<file path="src/rtl/fifo_divmul_engine.sv">
// fifo_divmul_engine: FIFO-fed signed divider returning q*r or {q,r}.
// Restoring division on magnitudes, one quotient bit per cycle.
module fifo_divmul_engine #(
    parameter int W     = 8,
    parameter int DEPTH = 16,
    localparam int AW   = $clog2(DEPTH)
) (
    input  logic           clk,
    input  logic           rst_n,
    input  logic           write_req,
    input  logic [2*W-1:0] fifo_write_data,
    output logic           full_out,
    output logic [AW:0]    level,
    input  logic           mode,
    input  logic           out_ready,
    output logic           out_valid,
    output logic [2*W-1:0] result,
    output logic           div_zero,
    output logic           done_sig
);

    localparam int CW = $clog2(W + 1);

    typedef enum logic [2:0] {
        S_IDLE,
        S_LOAD,
        S_DIV,
        S_MUL,
        S_OUT
    } state_t;

    state_t state, state_nx;

    logic [2*W-1:0] mem [DEPTH];
    logic [AW-1:0]  wr_ptr, rd_ptr;
    logic [2*W-1:0] pop_data;
    logic           push, pop;

    logic [W-1:0]   dvd_in, dvs_in, dvd_mag, dvs_mag_in;
    logic [W-1:0]   q_reg, rem_reg, dvs_mag, rem_nx;
    logic [W:0]     rem_sh;
    logic           ge;
    logic           neg_q, neg_r, zero_q, mode_q;
    logic [CW-1:0]  cnt;
    logic [W-1:0]   q_s, r_s;
    logic signed [2*W-1:0] q_x, r_x, prod;

    assign full_out = (level == (AW+1)'(DEPTH));
    assign push     = write_req && !full_out;

    always_ff @(posedge clk) begin
        if (push) mem[wr_ptr] <= fifo_write_data;
    end

    always_ff @(posedge clk or negedge rst_n) begin
        if (!rst_n) begin
            wr_ptr   <= '0;
            rd_ptr   <= '0;
            level    <= '0;
            pop_data <= '0;
        end else begin
            if (push) wr_ptr <= wr_ptr + 1'b1;
            if (pop) begin
                rd_ptr   <= rd_ptr + 1'b1;
                pop_data <= mem[rd_ptr];
            end
            unique case ({push, pop})
                2'b10:   level <= level + 1'b1;
                2'b01:   level <= level - 1'b1;
                default: ;
            endcase
        end
    end

    assign dvd_in     = pop_data[2*W-1:W];
    assign dvs_in     = pop_data[W-1:0];
    assign dvd_mag    = dvd_in[W-1] ? -dvd_in : dvd_in;
    assign dvs_mag_in = dvs_in[W-1] ? -dvs_in : dvs_in;

    // Dividend magnitude shifts out of q_reg as quotient bits shift in.
    assign rem_sh = {rem_reg, q_reg[W-1]};
    assign ge     = (rem_sh >= {1'b0, dvs_mag});
    assign rem_nx = ge ? W'(rem_sh - {1'b0, dvs_mag}) : rem_sh[W-1:0];

    assign q_s  = neg_q ? -q_reg : q_reg;
    assign r_s  = neg_r ? -rem_reg : rem_reg;
    assign q_x  = {{W{q_s[W-1]}}, q_s};
    assign r_x  = {{W{r_s[W-1]}}, r_s};
    assign prod = q_x * r_x;

    always_ff @(posedge clk or negedge rst_n) begin
        if (!rst_n) begin
            state <= S_IDLE;
        end else begin
            state <= state_nx;
        end
    end

    always_comb begin
        state_nx = state;
        unique case (state)
            S_IDLE:  if (level != '0) state_nx = S_LOAD;
            S_LOAD:  state_nx = (dvs_in == '0) ? S_MUL : S_DIV;
            S_DIV:   if (cnt == CW'(W - 1)) state_nx = S_MUL;
            S_MUL:   state_nx = S_OUT;
            S_OUT:   if (out_ready) state_nx = S_IDLE;
            default: state_nx = S_IDLE;
        endcase
    end

    always_comb begin
        pop       = 1'b0;
        out_valid = 1'b0;
        done_sig  = 1'b0;
        unique case (state)
            S_IDLE: pop = (level != '0);
            S_OUT: begin
                out_valid = 1'b1;
                done_sig  = out_ready;
            end
            default: ;
        endcase
    end

    always_ff @(posedge clk or negedge rst_n) begin
        if (!rst_n) begin
            q_reg    <= '0;
            rem_reg  <= '0;
            dvs_mag  <= '0;
            neg_q    <= 1'b0;
            neg_r    <= 1'b0;
            zero_q   <= 1'b0;
            mode_q   <= 1'b0;
            cnt      <= '0;
            result   <= '0;
            div_zero <= 1'b0;
        end else begin
            unique case (state)
                S_LOAD: begin
                    mode_q <= mode;
                    cnt    <= '0;
                    if (dvs_in == '0) begin
                        q_reg   <= '1;
                        rem_reg <= dvd_in;
                        neg_q   <= 1'b0;
                        neg_r   <= 1'b0;
                        zero_q  <= 1'b1;
                    end else begin
                        q_reg   <= dvd_mag;
                        rem_reg <= '0;
                        dvs_mag <= dvs_mag_in;
                        neg_q   <= dvd_in[W-1] ^ dvs_in[W-1];
                        neg_r   <= dvd_in[W-1];
                        zero_q  <= 1'b0;
                    end
                end
                S_DIV: begin
                    q_reg   <= {q_reg[W-2:0], ge};
                    rem_reg <= rem_nx;
                    cnt     <= cnt + 1'b1;
                end
                S_MUL: begin
                    result   <= mode_q ? {q_s, r_s} : prod;
                    div_zero <= zero_q;
                end
                default: ;
            endcase
        end
    end

endmodule

</file>
<file path="config.mk">
export PLATFORM = sky130hd
export DESIGN_NAME = fifo_divmul_engine
export DESIGN_NICKNAME = d
export VERILOG_FILES = /design/src/rtl/fifo_divmul_engine.sv
export SDC_FILE = /design/constraint.sdc
export NUM_CORES = 1
export LEC_CHECK = 0
export ABC_AREA = 1
export CORE_UTILIZATION = 40
export CTS_CLUSTER_DIAMETER = 120
export DETAILED_ROUTE_END_ITERATION = 12
export GPL_ROUTABILITY_DRIVEN = 1
export SYNTH_ARGS = -nofsm -noshare
export SYNTH_HDL_FRONTEND = slang
export SYNTH_SLANG_ARGS = --single-unit
</file>
<file path="constraint.sdc">
create_clock -name clk -period 6.38 [get_ports clk]
set_clock_uncertainty 0.1 [all_clocks]
set_input_delay 0.957 -clock clk [delete_from_list [all_inputs] [get_ports clk]]
set_output_delay 0.957 -clock clk [all_outputs]
set_load 0.01 [all_outputs]
</file>
---- Yosys cells after proc, flatten, opt, wreduce, memory -nomap -nowiden ----
Memories as Yosys holds them, arrays and structs flattened. A register that Yosys moved wholly into a read port is not among the register bits.
Cells that the tools add are included.
word-level totals
  memory bits (writable) .................. 256
  flip-flop bits (word level) ............. 65
  word-level logic and storage cells ...... 75
  input bits .............................. 21
  output and inout port bits .............. 25
  memories ................................ 1
memory list
  memory  depth  width  read ports  clocked after Yosys merged registers in  wr ports  RTL line  text
  mem     16     16     1           1                                        1         34        logic [2*W-1:0] mem [DEPTH];
operators by class
  reduce and logical (&&, ||, !) cells .... 10
  multiplexer cells ....................... 25
  multipliers ............................. 1
  eq/ne operators ......................... 11
  magnitude comparators ................... 1
  bitwise logic cells ..................... 2
  add/subtract/negate cells ............... 10
operator list
  operator                                          number
  two-way mux 8 bit                                 7
  negation 8 bit                                    4
  case mux 8 bit (2 select lines)                   2
  multiplier 8 x 8 -> 16 bit                        1
  two-way mux 16 bit                                1
  case mux 3 bit (5 select lines)                   1
  adder 4 x 1 -> 4 bit, second input constant       3
  case mux 5 bit (2 select lines)                   1
  >= comparator 9 x 8 -> 1 bit                      1
  two-way mux 1 bit                                 9
  two-way mux 3 bit                                 3
  zero test 8 bit                                   1
  case mux 4 bit (2 select lines)                   1
  subtractor 8 bit                                  1
  == test 3 x 2 -> 1 bit, second input constant     2
  inequality test 2 bit, second input constant      3
  adder 5 x 1 -> 5 bit, second input constant       1
  == test 5 bit, second input constant              1
  nonzero test 5 bit                                1
  subtractor 5 x 1 -> 5 bit, second input constant  1
  == test 4 x 3 -> 1 bit, second input constant     1
  nonzero test 2 bit                                2
  == test 3 x 1 -> 1 bit, second input constant     1
  == test 3 bit, second input constant              1
  9 further kinds                                   10

---- Logic depth before layout (Yosys ltp) ----
Gate-level depths: netlist of the first run.
  depth after elaboration ................. 5
  depth in mapped cells ................... 31
  gate-level depth less buffers ........... 31

---- Least setup slack after synthesis of the first run ----
No wires, ideal clock.
  kind .................................... reg-to-reg
  start point ............................. reg rem_reg[0]
  end point ............................... reg result[10]
  path slack .............................. 1.452 ns
  data required time ...................... 6.197 ns
  path buffers ............................ 0
  period minus slack after synthesis ...... 4.928 ns
  cell stages (with the launch flop) ...... 22
  library setup time ...................... 0.083 ns
  arrival ................................. 4.746 ns
  cell sequence ........................... dfrtp_1 -> inv_2 -> ha_1 -> nand3_1 -> nand2_1 -> o21ai_1 -> xor2_1 -> nand2_1 -> fa_1 -> fa_1 -> inv_1 -> fa_1 -> inv_1 -> fa_1 -> inv_1 -> ha_1 -> a21oi_1 -> nand2_1 -> a21oi_1 -> xnor2_1 -> nor2_1 -> o21ai_0
between the ends
  cells in the longest elaborated chain, start to end .. 4
RTL lines
  element                         RTL line  text
  start, declared                 40        logic [W-1:0] q_reg, rem_reg, dvs_mag, rem_nx;
  start signal, assigned          144       rem_reg <= dvd_in;
  start signal, assigned          159       rem_reg <= rem_nx;
  negation 8 bit                  86        assign r_s = neg_r ? -rem_reg : rem_reg;
  two-way mux 8 bit (*)           86
  multiplier 8 x 8 -> 16 bit (*)  89        assign prod = q_x * r_x;
  two-way mux 16 bit (*)          163       result <= mode_q ? {q_s, r_s} : prod;
  end signal, assigned            163
  end, declared                   17        output logic [2*W-1:0] result,
Mark *: on every way between the ends. The rest lies on a longest branch, timed or not.
A chain may end at the register's enable or synchronous reset.

---- Worst setup path in the final report of the first run ----
  start point ............................. reg q_reg[0]
  end point ............................... reg result[9]
between the ends
  cells in the longest elaborated chain, start to end .. 4
RTL lines
  element                     RTL line  text
  start, declared             40
  start signal, assigned      149       q_reg <= dvd_mag;
  start signal, assigned      158       q_reg <= {q_reg[W-2:0], ge};
  negation 8 bit              85        assign q_s = neg_q ? -q_reg : q_reg;
  two-way mux 8 bit (*)       85
  multiplier 8 x 8 -> 16 bit  89
  two-way mux 16 bit (*)      163
Marks and branches as above.

==> results.ini, run 1 <==
[status]
outcome=completed

[logic_synthesis]
synth.largest_area_cell=edfxtp_1
synth.cell_area_um2=17400
netlist_top_cells_area=edfxtp_1 (44%), dfrtp_1 (12%), nor2_1 (6.8%)
synth_cell_type_count=46
synth-edff-count=256
synth.yosys.seq_area_share=0.558
asyncSetResetFlopFracSynth=0.240
synth.net_count=1865
yosys_register_bits=337
yosysWarnings=0
ys_dominant_reg_cell=edfxtp_1
netlist.area_leader.share=0.442
synth_cells=1736
synthesis.area_per_instance_um2=10.0

[finish]
num_antenna_cells=0
leading_registers_by_flop_count=mem x256, pop_data x16, result x16
finalNetCount=1904
stdcell_area_um2=19700
largest_register_ff_count=256
largest_reg_by_ff_count=mem
post_route_cells_drive_above_1_share=0.0670
area_delta_synth_final_pct=13.3
num-fill-cells=4059

[setup_path]
regToRegStartpoint=q_reg[0]$_DFFE_PN0P_
critPathLaunchType=register
cp_data_arrival_time_ns=6.11
r2r_end=result[9]$_DFFE_PN0P_
crit_path_max_incr_delay_ns=0.54
timing.critical_path.slowest_stage_cell=fa_1
critPathRequiredTime_ns=6.76
critPathCaptureType=register
cp_cell_sequence=clkinv_1, ha_1, nand2_1, nand2_1, o21ai_0, inv_1, nor2_1, fa_1, fa_1, fa_1, inv_1, fa_1, inv_1, ha_1, nand2_1, o21ai_0, xor2_1, nand2_1, a21oi_1
critical_path_peak_fanout=8
path_class=register to register
r2r_slack_ns=0.66
reg2reg_depth=19

[timing]
finalMaxSlewViolations=0
fmax_ghz=0.175
timing.final.crit_share=0.897
rsz0062_at_grt=false
post-route-min-period_ns=5.72
hold_violations=0
timing.slew.headroom=0.243
setup_tns_ns=0
number_of_endpoints_failing_setup_at_the_final_stage=0
worst-slew-pin-transition_ns=1.12

[routing]
violation_count_after_the_first_detailed_route_iteration=1034
wire_per_inst_um=18.2
drt_wl_total_um=43500
drc_errors=0
detail_route.first_pass.iterations=7
via_count=12300
route.antenna.remaining_nets=0
routed_via_density=5.16

[global_route]
number_of_antenna_violations_at_the_first_check_in_global_routing=2
grt_max_degree=85
grt_first_pass_wirelength_um=68200
globalRoute.totalOverflow=0
grt_usage=0.200
first_global_vias=12000

[clock_tree]
post_cts_buffers=0
numCtsBuffers=39
root_buffer=clkbuf_16
tritoncts=done
clock_tree.htree_level_count=2
clock_sinks=337
post_cts_resize_count=0
cts.reportedPaths.clkPinSlew_ns=0.06
cts_hold_buf=0
clock_path_buffers=3
insertion_delay_ns=0.56

[worst_hold_path]
min_path_type=primary input to asynchronous set/reset pin

[floorplan]
io_pins=46
start_util=0.405
floorplan.core_area_um2=43000
placement_rows=76
die_w_um=211
fp.dieH_um=211
floorplan.die_area_um2=44400

[run]
cap_violations=0

[place]
placer_s_final_routability_congestion_estimate=0.912
io_buffer_count=45
detailed_place.area_um2=18500
dp_hpwl_um=26400

## layout by cell type, fill, tap and decap left out, drive strengths merged, types with 10 or more instances in the layout
master	instances
clkdlybuf4s50	44
a31oi	18
edfxtp	256
o211ai	67
o21ai	183
clkinv	16
nand2	222
buf	24
a21oi	39
nor2	319
inv	220
o22ai	10
xor2	16
clkbuf	53
fa	57
ha	51
nand3	85
dfrtp	81
## critical path: cells and delay by family (launching register included)
family,cells,cell delay [ns]
compound gates,3,0.87
fa+ha+maj,6,2.69
xor+xnor,1,0.26
buf+inv,4,0.65
flops,1,0.46
simple gates,5,0.60
## Yosys cell counts (19+ instances only)
master      n
a21oi_1    39
buf_2      19
clkbuf_1   39
dfrtp_1    81
edfxtp_1  256
fa_1       57
ha_1       51
inv_1     209
nand2_1   219
nand3_1    85
nor2_1    317
o211ai_1   67
o21ai_0   177
## kinds of logic after synthesis
family | Yosys count | synth area share
AOI/OAI and AO/OA | 327 | 0.108
xor gates and xnor gates | 24 | 0.0121
adders and majority gates | 108 | 0.102
buffers and inverters | 289 | 0.0658
DFF | 337 | 0.558
and+or+nand+nor | 651 | 0.153
## metrics by stage
stage                     hold WS [ns]   util  std cells  setup WS, ns
after CTS                        0.130  0.459       2391         0.703
after floorplan                  0.335      -       1736          1.45
after global routing             0.140  0.459       2391         0.285
after global placement           0.345  0.430       2319         0.754
final                            0.143  0.459       2391         0.655
after detailed placement         0.353  0.430       2319         0.710
## metal layers
layer / global-route usage / wire [um]
met4: 0.0590 / 1010
met5: 0 / 29
met2: 0.331 / 20800
met1: 0.269 / 19500
met3: 0.0346 / 2190
## layout make-up
class | instances | area (um^2) | area share
inverter | 219 | 823 | 0.0417
multi-input combinational | 1110 | 6590 | 0.334
tap | 585 | 732 | 0.0371
timing repair buffer | 68 | 621 | 0.0315
sequential | 337 | 9720 | 0.493
clock inverter | 19 | 188 | 0.00951
clock buffer | 53 | 1060 | 0.0537
## worst max-delay path by stage
| stage | slack [ns] | startpoint | endpoint | cells after the start |
|---|---|---|---|---|
| CTS | 0.70 | q_reg[0]$_DFFE_PN0P_ | result[9]$_DFFE_PN0P_ | 19 |
| global placement | 0.75 | q_reg[0]$_DFFE_PN0P_ | result[15]$_DFFE_PN0P_ | 26 |
| finish | 0.66 | q_reg[0]$_DFFE_PN0P_ | result[9]$_DFFE_PN0P_ | 19 |
| detailed placement | 0.71 | q_reg[0]$_DFFE_PN0P_ | result[11]$_DFFE_PN0P_ | 21 |
| global route | 0.28 | q_reg[0]$_DFFE_PN0P_ | result[15]$_DFFE_PN0P_ | 26 |
| floorplan | 1.45 | rem_reg[0]$_DFFE_PN0P_ | result[10]$_DFFE_PN0P_ | 21 |
Power of run 1 is left out: the tool's default activity adds up to more than one toggle a clock period on the data nets, which glitch-free logic cannot reach.
==> run 2: changes to the inputs <==
clock period = 6.7 ns   (was 6.38 ns; I/O delays follow)
==> results.ini, run 2 (synthesis results as in run 1) <==
[setup_path]
r2r_end=result[11]$_DFFE_PN0P_
reg2reg_depth=21
cp_data_arrival_time_ns=6.10
r2r_slack_ns=0.95
critPathLaunchType=register
critPathRequiredTime_ns=7.05
regToRegStartpoint=q_reg[0]$_DFFE_PN0P_
path_class=register to register
critical_path_peak_fanout=8
critPathCaptureType=register

[clock_tree]
cts_hold_buf=0
clock_sinks=337
post_cts_buffers=0
cts.reportedPaths.clkPinSlew_ns=0.06
post_cts_resize_count=0
insertion_delay_ns=0.56
root_buffer=clkbuf_16
clock_path_buffers=3
tritoncts=done
numCtsBuffers=39
clock_tree.htree_level_count=2

[floorplan]
floorplan.die_area_um2=44400
floorplan.core_area_um2=43000
io_pins=46
fp.dieH_um=211
die_w_um=211
start_util=0.405
placement_rows=76

[finish]
post_route_cells_drive_above_1_share=0.0676
layout.cells.most_common=nor2_1
finalNetCount=1904
post-route-util=0.460
leading_registers_by_flop_count=mem x256, pop_data x16, result x16
layout.cells.most_common_list=nor2_1 (301), edfxtp_1 (256), nand2_1 (219)
stdcell_area_um2=19800
largest_reg_by_ff_count=mem
largest_register_ff_count=256
area_delta_synth_final_pct=13.6

[routing]
detail_route.first_pass.iterations=5
drt_wl_total_um=43800
wire_per_inst_um=18.3
violation_count_after_the_first_detailed_route_iteration=954
via_count=12300
routed_via_density=5.13
drc_errors=0
route.antenna.remaining_nets=0

[place]
preCtsSetupSlack_ns=1.06
io_buffer_count=45
dp_hpwl_um=26600
placer_s_final_routability_congestion_estimate=0.915
detailed_place.area_um2=18500

[status]
outcome=completed

[timing]
timing.final.crit_share=0.858
finalMaxSlewViolations=0
timing.slew.headroom=0.251
number_of_endpoints_failing_setup_at_the_final_stage=0
setup_tns_ns=0
rsz0062_at_grt=false
worst-slew-pin-transition_ns=1.11
fmax_ghz=0.174
postLayoutSetupSlackWorst_ns=0.952
hold_violations=0
post-route-min-period_ns=5.75

[global_route]
grt_usage=0.201
number_of_antenna_violations_at_the_first_check_in_global_routing=2
grt_first_pass_wirelength_um=67800
globalRoute.totalOverflow=0
grt_max_degree=85
first_global_vias=12000

[run]
cap_violations=0

[worst_hold_path]
min_path_type=primary input to asynchronous set/reset pin

run 2: worst max path at each step:
stage / from / end / cells past startpoint
after global placement: q_reg[0]$_DFFE_PN0P_ / result[15]$_DFFE_PN0P_ / 26
after CTS: q_reg[0]$_DFFE_PN0P_ / result[9]$_DFFE_PN0P_ / 19
after detailed placement: q_reg[0]$_DFFE_PN0P_ / result[9]$_DFFE_PN0P_ / 19
final: q_reg[0]$_DFFE_PN0P_ / result[11]$_DFFE_PN0P_ / 21
after floorplan: rem_reg[0]$_DFFE_PN0P_ / result[10]$_DFFE_PN0P_ / 21
after global routing: q_reg[0]$_DFFE_PN0P_ / result[15]$_DFFE_PN0P_ / 26
run 2: metrics by stage:
stage,cells,hold WS [ns]
after CTS,2390,0.182
after global placement,2319,0.345
after floorplan,1736,0.335
final,2391,0.199
after detailed placement,2319,0.353
after global routing,2390,0.186
run 2: critical path, stage by stage, from the launching register on:
cell,delay [ns]
dfrtp_1,0.47
clkinv_1,0.29
ha_1,0.30
nand2_1,0.12
nand2_1,0.06
o21ai_0,0.41
inv_1,0.27
nor2_1,0.22
fa_1,0.47
fa_1,0.51
fa_1,0.54
inv_1,0.05
fa_1,0.52
inv_1,0.04
ha_1,0.36
nand2_1,0.12
o21ai_0,0.34
nand2_1,0.13
nand3_1,0.10
nand3_1,0.07
nand2_1,0.09
nand2_1,0.04
run 2: area by class of cell:
class                      count  area (um^2)
antenna                        1         2.50
clock buffer                  49         1040
clock inverter                22          238
fill                        4054        23200
inverter                     219          823
multi-input combinational   1110         6590
sequential                   337         9720
tap                          585          732
timing repair buffer          68          621
run 2: routing by layer:
layer / part of all wire / track usage / vias to the layer above / wire (um)
li1: - / - / 5925 / -
met1: 0.43 / 0.263 / 5899 / 18900
met2: 0.48 / 0.330 / 354 / 20800
met3: 0.061 / 0.0416 / 85 / 2660
met4: 0.030 / 0.0700 / 2 / 1320
met5: 0.00025 / 0 / - / 11
Power of run 2 is left out for the same reason.
